File: config.mk
export PLATFORM = sky130hd
export DESIGN_NAME = piso_shift_reg
export DESIGN_NICKNAME = d
export VERILOG_FILES = /design/src/rtl/piso_pkg.sv /design/src/rtl/piso_shift_reg.sv
export SDC_FILE = /design/constraint.sdc
export NUM_CORES = 1
export LEC_CHECK = 0
export BUFFER_PORTS_ARGS = -buffer_cell sky130_fd_sc_hd__buf_4
export CAP_MARGIN = 20
export CORE_MARGIN = 5
export CORE_UTILIZATION = 50
export DETAILED_ROUTE_END_ITERATION = 7
export PLACE_DENSITY = 0.77
export SYNTH_ARGS = -nofsm -noshare
export SYNTH_HDL_FRONTEND = slang
export SYNTH_SLANG_ARGS = --single-unit
File: constraint.sdc
create_clock -name clk -period 2.6 [get_ports clk]
set_input_delay 0.39 -clock clk [delete_from_list [all_inputs] [get_ports clk]]
set_output_delay 0.39 -clock clk [all_outputs]
set_load 0.005 [all_outputs]
File: src/rtl/piso_pkg.sv
// Shared types and constants for the parallel-in / serial-out shift register.
// The PARITY state is present only when PISO_PARITY_EN is defined.
package piso_pkg;

`ifdef PISO_PARITY_EN
    typedef enum logic [1:0] {
        ST_IDLE   = 2'd0,
        ST_SHIFT  = 2'd1,
        ST_PARITY = 2'd2
    } piso_state_e;
`else
    typedef enum logic [1:0] {
        ST_IDLE  = 2'd0,
        ST_SHIFT = 2'd1
    } piso_state_e;
`endif

    localparam logic DIR_MSB_FIRST = 1'b0;
    localparam logic DIR_LSB_FIRST = 1'b1;

endpackage

File: src/rtl/piso_shift_reg.sv
// Parallel-in / serial-out shift register with valid/ready load and stallable serial output.
// Build option: PISO_PARITY_EN appends an even-parity bit to each frame.
//
// state     | meaning
// ----------+--------------------------------------------------------------
// ST_IDLE   | waiting for a word; load_ready=1, dout=0
// ST_SHIFT  | data bits on dout, advanced by shift_en
// ST_PARITY | even parity of the loaded word on dout, last=1 (PISO_PARITY_EN)
module piso_shift_reg
    import piso_pkg::*;
#(
    parameter int WIDTH = 8
) (
    input  logic             clk,
    input  logic             rst_n,
    input  logic             load_valid,
    output logic             load_ready,
    input  logic [WIDTH-1:0] load_data,
    input  logic             dir,
    input  logic             shift_en,
    output logic             dout,
    output logic             dout_valid,
    output logic             last,
    output logic             busy
);

    localparam int CNT_W = $clog2(WIDTH);
    localparam logic [CNT_W-1:0] CNT_LAST = CNT_W'(WIDTH - 1);

    piso_state_e      state_q, state_d;
    logic [WIDTH-1:0] sreg_q, sreg_d;
    logic [CNT_W-1:0] cnt_q, cnt_d;
    logic             dir_q, dir_d;
`ifdef PISO_PARITY_EN
    logic             parity_q, parity_d;
`endif

    logic dout_q, dout_d;
    logic dout_valid_q, dout_valid_d;
    logic last_q, last_d;
    logic busy_q, busy_d;
    logic load_ready_q, load_ready_d;

    always_comb begin
        state_d  = state_q;
        sreg_d   = sreg_q;
        cnt_d    = cnt_q;
        dir_d    = dir_q;
`ifdef PISO_PARITY_EN
        parity_d = parity_q;
`endif
        case (state_q)
            ST_IDLE: begin
                // load_ready is high throughout IDLE, so load_valid alone qualifies the load
                if (load_valid) begin
                    sreg_d   = load_data;
                    dir_d    = dir;
                    cnt_d    = '0;
                    state_d  = ST_SHIFT;
`ifdef PISO_PARITY_EN
                    parity_d = ^load_data;
`endif
                end
            end
            ST_SHIFT: begin
                if (shift_en) begin
                    if (dir_q == DIR_LSB_FIRST) begin
                        sreg_d = sreg_q >> 1;
                    end else begin
                        sreg_d = sreg_q << 1;
                    end
                    if (cnt_q == CNT_LAST) begin
                        cnt_d = '0;
`ifdef PISO_PARITY_EN
                        state_d = ST_PARITY;
`else
                        state_d = ST_IDLE;
`endif
                    end else begin
                        cnt_d = cnt_q + 1'b1;
                    end
                end
            end
`ifdef PISO_PARITY_EN
            ST_PARITY: begin
                if (shift_en) begin
                    state_d = ST_IDLE;
                end
            end
`endif
            default: state_d = ST_IDLE;
        endcase
    end

    // Outputs are registered, so they are derived from the next-state values.
    always_comb begin
        dout_d       = 1'b0;
        dout_valid_d = 1'b0;
        last_d       = 1'b0;
        busy_d       = 1'b0;
        load_ready_d = 1'b0;
        case (state_d)
            ST_IDLE: begin
                load_ready_d = 1'b1;
            end
            ST_SHIFT: begin
                dout_d       = (dir_d == DIR_LSB_FIRST) ? sreg_d[0] : sreg_d[WIDTH-1];
                dout_valid_d = 1'b1;
                busy_d       = 1'b1;
`ifndef PISO_PARITY_EN
                last_d       = (cnt_d == CNT_LAST);
`endif
            end
`ifdef PISO_PARITY_EN
            ST_PARITY: begin
                dout_d       = parity_d;
                dout_valid_d = 1'b1;
                busy_d       = 1'b1;
                last_d       = 1'b1;
            end
`endif
            default: begin
                load_ready_d = 1'b1;
            end
        endcase
    end

    always_ff @(posedge clk or negedge rst_n) begin
        if (!rst_n) begin
            state_q      <= ST_IDLE;
            sreg_q       <= '0;
            cnt_q        <= '0;
            dir_q        <= DIR_MSB_FIRST;
`ifdef PISO_PARITY_EN
            parity_q     <= 1'b0;
`endif
            dout_q       <= 1'b0;
            dout_valid_q <= 1'b0;
            last_q       <= 1'b0;
            busy_q       <= 1'b0;
            load_ready_q <= 1'b1;
        end else begin
            state_q      <= state_d;
            sreg_q       <= sreg_d;
            cnt_q        <= cnt_d;
            dir_q        <= dir_d;
`ifdef PISO_PARITY_EN
            parity_q     <= parity_d;
`endif
            dout_q       <= dout_d;
            dout_valid_q <= dout_valid_d;
            last_q       <= last_d;
            busy_q       <= busy_d;
            load_ready_q <= load_ready_d;
        end
    end

    assign dout       = dout_q;
    assign dout_valid = dout_valid_q;
    assign last       = last_q;
    assign busy       = busy_q;
    assign load_ready = load_ready_q;

endmodule

==> results.json <==
{
  "outcome": "finished clean",
  "drc_errors": 0,
  "crit_path_end_kind": "flip-flop",
  "clock.fmax_mhz": 565,
  "worst_pin_slew_ns": 0.516,
  "fin_nets": 106,
  "htreeDepth": 1,
  "avgSynthCellArea_sq_um": 12.3,
  "path_class": "reg -> reg",
  "hold_viol_final": 0,
  "slew_headroom_pct": 65.6,
  "fin_hold_ws_ns": 0.337,
  "setup_ws_ns": 0.830,
  "antennaDiodeCount": 0,
  "final_util_pct": 61.7,
  "syn_nets": 87,
  "startpoint": "state_q[0]",
  "clock_sinks": 18,
  "coreArea_sq_um": 1710,
  "synth_ff_type": "dfrtp_1",
  "rr_startpoint": "state_q[0]",
  "dp_hpwl_mm": 1.18,
  "grt_overflow": 0,
  "syn2layout_area_growth_pct": 18.9,
  "worstHoldPathType": "in -> reg",
  "async_flop_share_pct": 100,
  "cts_tree": "built",
  "ys_seq_area_share_pct": 51.0,
  "drt_iter0_drc": 7,
  "final.min_clock_period_ns": 1.77,
  "clkLatencyLatePin_ns": 0.28,
  "synth_edf_count": 0,
  "routed_wl_mm": 1.62,
  "yosysUniqueCellTypes": 30,
  "antenna_found_initial": 0,
  "peakVddDrop_v": 0.000331,
  "fin_skew_ns": 0.00493,
  "initial_core_util_pct": 51.9,
  "track_usage_pct": 14.3,
  "fillers": 139,
  "cts_buffer_depth": 2,
  "wl_per_cell_um": 14.1,
  "min_from": "load_data[5]",
  "die-area_sq_um": 2710,
  "post-route-period-util_pct": 68.1,
  "num_rows": 15,
  "ys_ff_latch": 18,
  "numCtsBuffers": 3,
  "cap_violations": 0,
  "tns_ns": 0,
  "path_max_fanout": 10,
  "power_uw": 657,
  "cts_setup_buffers": 0,
  "setup_viol": 0,
  "firstDrtPassIters": 4,
  "io_buffers": 17,
  "rsz0062_at_grt": "false",
  "place_ws_ns": 0.856,
  "startpoint_type": "flip-flop",
  "p_leak_nw": 0.506,
  "vias": 630,
  "yosys_warnings": 0,
  "die_w_um": 52.1,
  "grt_max_degree": 19,
  "cts.clk_slew.worst_paths_ns": 0.10,
  "multi_input_area_sq_um": 382,
  "critPathRequiredTime_ns": 2.78,
  "die-height_um": 52.1,
  "routed_via_density": 5.48,
  "synth_area_sq_um": 886,
  "num_io_pins": 18,
  "drive_gt1_share_pct": 36.7,
  "cellPowerDensity_nw_per_um2": 624,
  "crit_arrival_ns": 1.95,
  "grt_first_pass_wirelength_mm": 2.87,
  "drv_slew": 0,
  "ant_nets": 0,
  "seq_area_sq_um": 452,
  "clk_root_buffer_cell": "clkbuf_4",
  "gp_congestion": 0.793,
  "grt_pass1_vias": 668,
  "syn_inst": 72
}
final cells by class:
type | count | share of cell area [%]
sequential | 18 | 42.9
multi-input combinational | 47 | 36.2
tap | 25 | 2.97
clock buffer | 4 | 3.44
inverter | 2 | 0.713
timing repair buffer | 19 | 13.8
critical path, cell delays in order (launching register included):
cell and delay (ns):
dfrtp_1 0.50, mux2i_1 0.15, or2_0 0.38, a221o_1 0.43, a22o_1 0.21
Yosys cell counts, types with 2 or more instances:
cell | number | area (sq um)
a221o_1 | 2 | 20.0
a221o_2 | 6 | 67.6
dfrtp_1 | 17 | 425
nand3b_1 | 2 | 15.0
a22o_1 | 2 | 17.5
buf_6 | 3 | 33.8
ha_1 | 2 | 25.0
mux2i_1 | 7 | 70.1
nand2_1 | 2 | 7.51
a31oi_1 | 2 | 12.5
o21ai_0 | 2 | 10.0
inv_1 | 2 | 7.51
nor2_1 | 6 | 22.5
flip-flops by register name, summed over array words and instances, names as in the netlist:
register	count
dir_q	1
dout	1
state_q	2
cnt_q	3
load_ready	1
sreg_q	8
busy	1
last	1
routing by layer:
layer	up-vias	track usage, %	wire length, um
met3	2	4.01	77
met4	0	5.68	11
met2	14	21.5	722
met5	-	0	0
li1	304	-	-
met1	310	19.2	805
report_power, final:
part / internal, mW / leakage (nW) / switching, mW
clock: 0.0851 / 0.0210 / 0.0800
combinational: 0.0801 / 0.258 / 0.0504
sequential: 0.320 / 0.227 / 0.0415
stage by stage:
step                std cells  instance area (sq um)
floorplan                  72                    886
global placement          110                   1010
detailed placement        110                   1010
CTS                       115                   1050
global route              115                   1050
finish                    115                   1050
cells by family after synthesis:
kind of cell             after synthesis  synth area share, %
AO/OA/AOI/OAI                         17                 17.4
adder cells (fa/ha/maj)                2                 2.82
buffers and inverters                  7                 5.93
flip-flops                            18                 51.0
multiplexers                           8                 9.18
other                                  1                0.423
AND/OR/NAND/NOR                       19                 13.3
path summary, 6_finish.rpt:
path                         endpoint  slack, ns  cells past startpoint
min in group asynchronous        last       0.50                      2
setup reg to reg                 dout       0.83                      4
hold reg to reg              cnt_q[2]       0.55                      1
hold / removal              sreg_q[5]       0.34                      2
max in group asynchronous  load_ready       1.84                      2
setup / recovery                 dout       0.83                      4
timing repair:
item                       in CTS  in global routing
hold endpoints to repair       17                  0
hold buffers                    1                  0
gates resized for setup         0                  0
setup endpoints to repair       0                  0
layout by cell type, fill, tap and decap left out, types with 2 or more instances in the layout:
cell type   n
a221o_1     2
a221o_2     6
a22o_1      2
a31oi_1     2
buf_4      18
clkbuf_4    3
dfrtp_1    17
ha_1        2
inv_1       2
mux2i_1     7
nand2_1     2
nand3b_1    2
nor2_1      6
o21ai_0     2
Note: power is estimated with default switching activity, not from simulation.
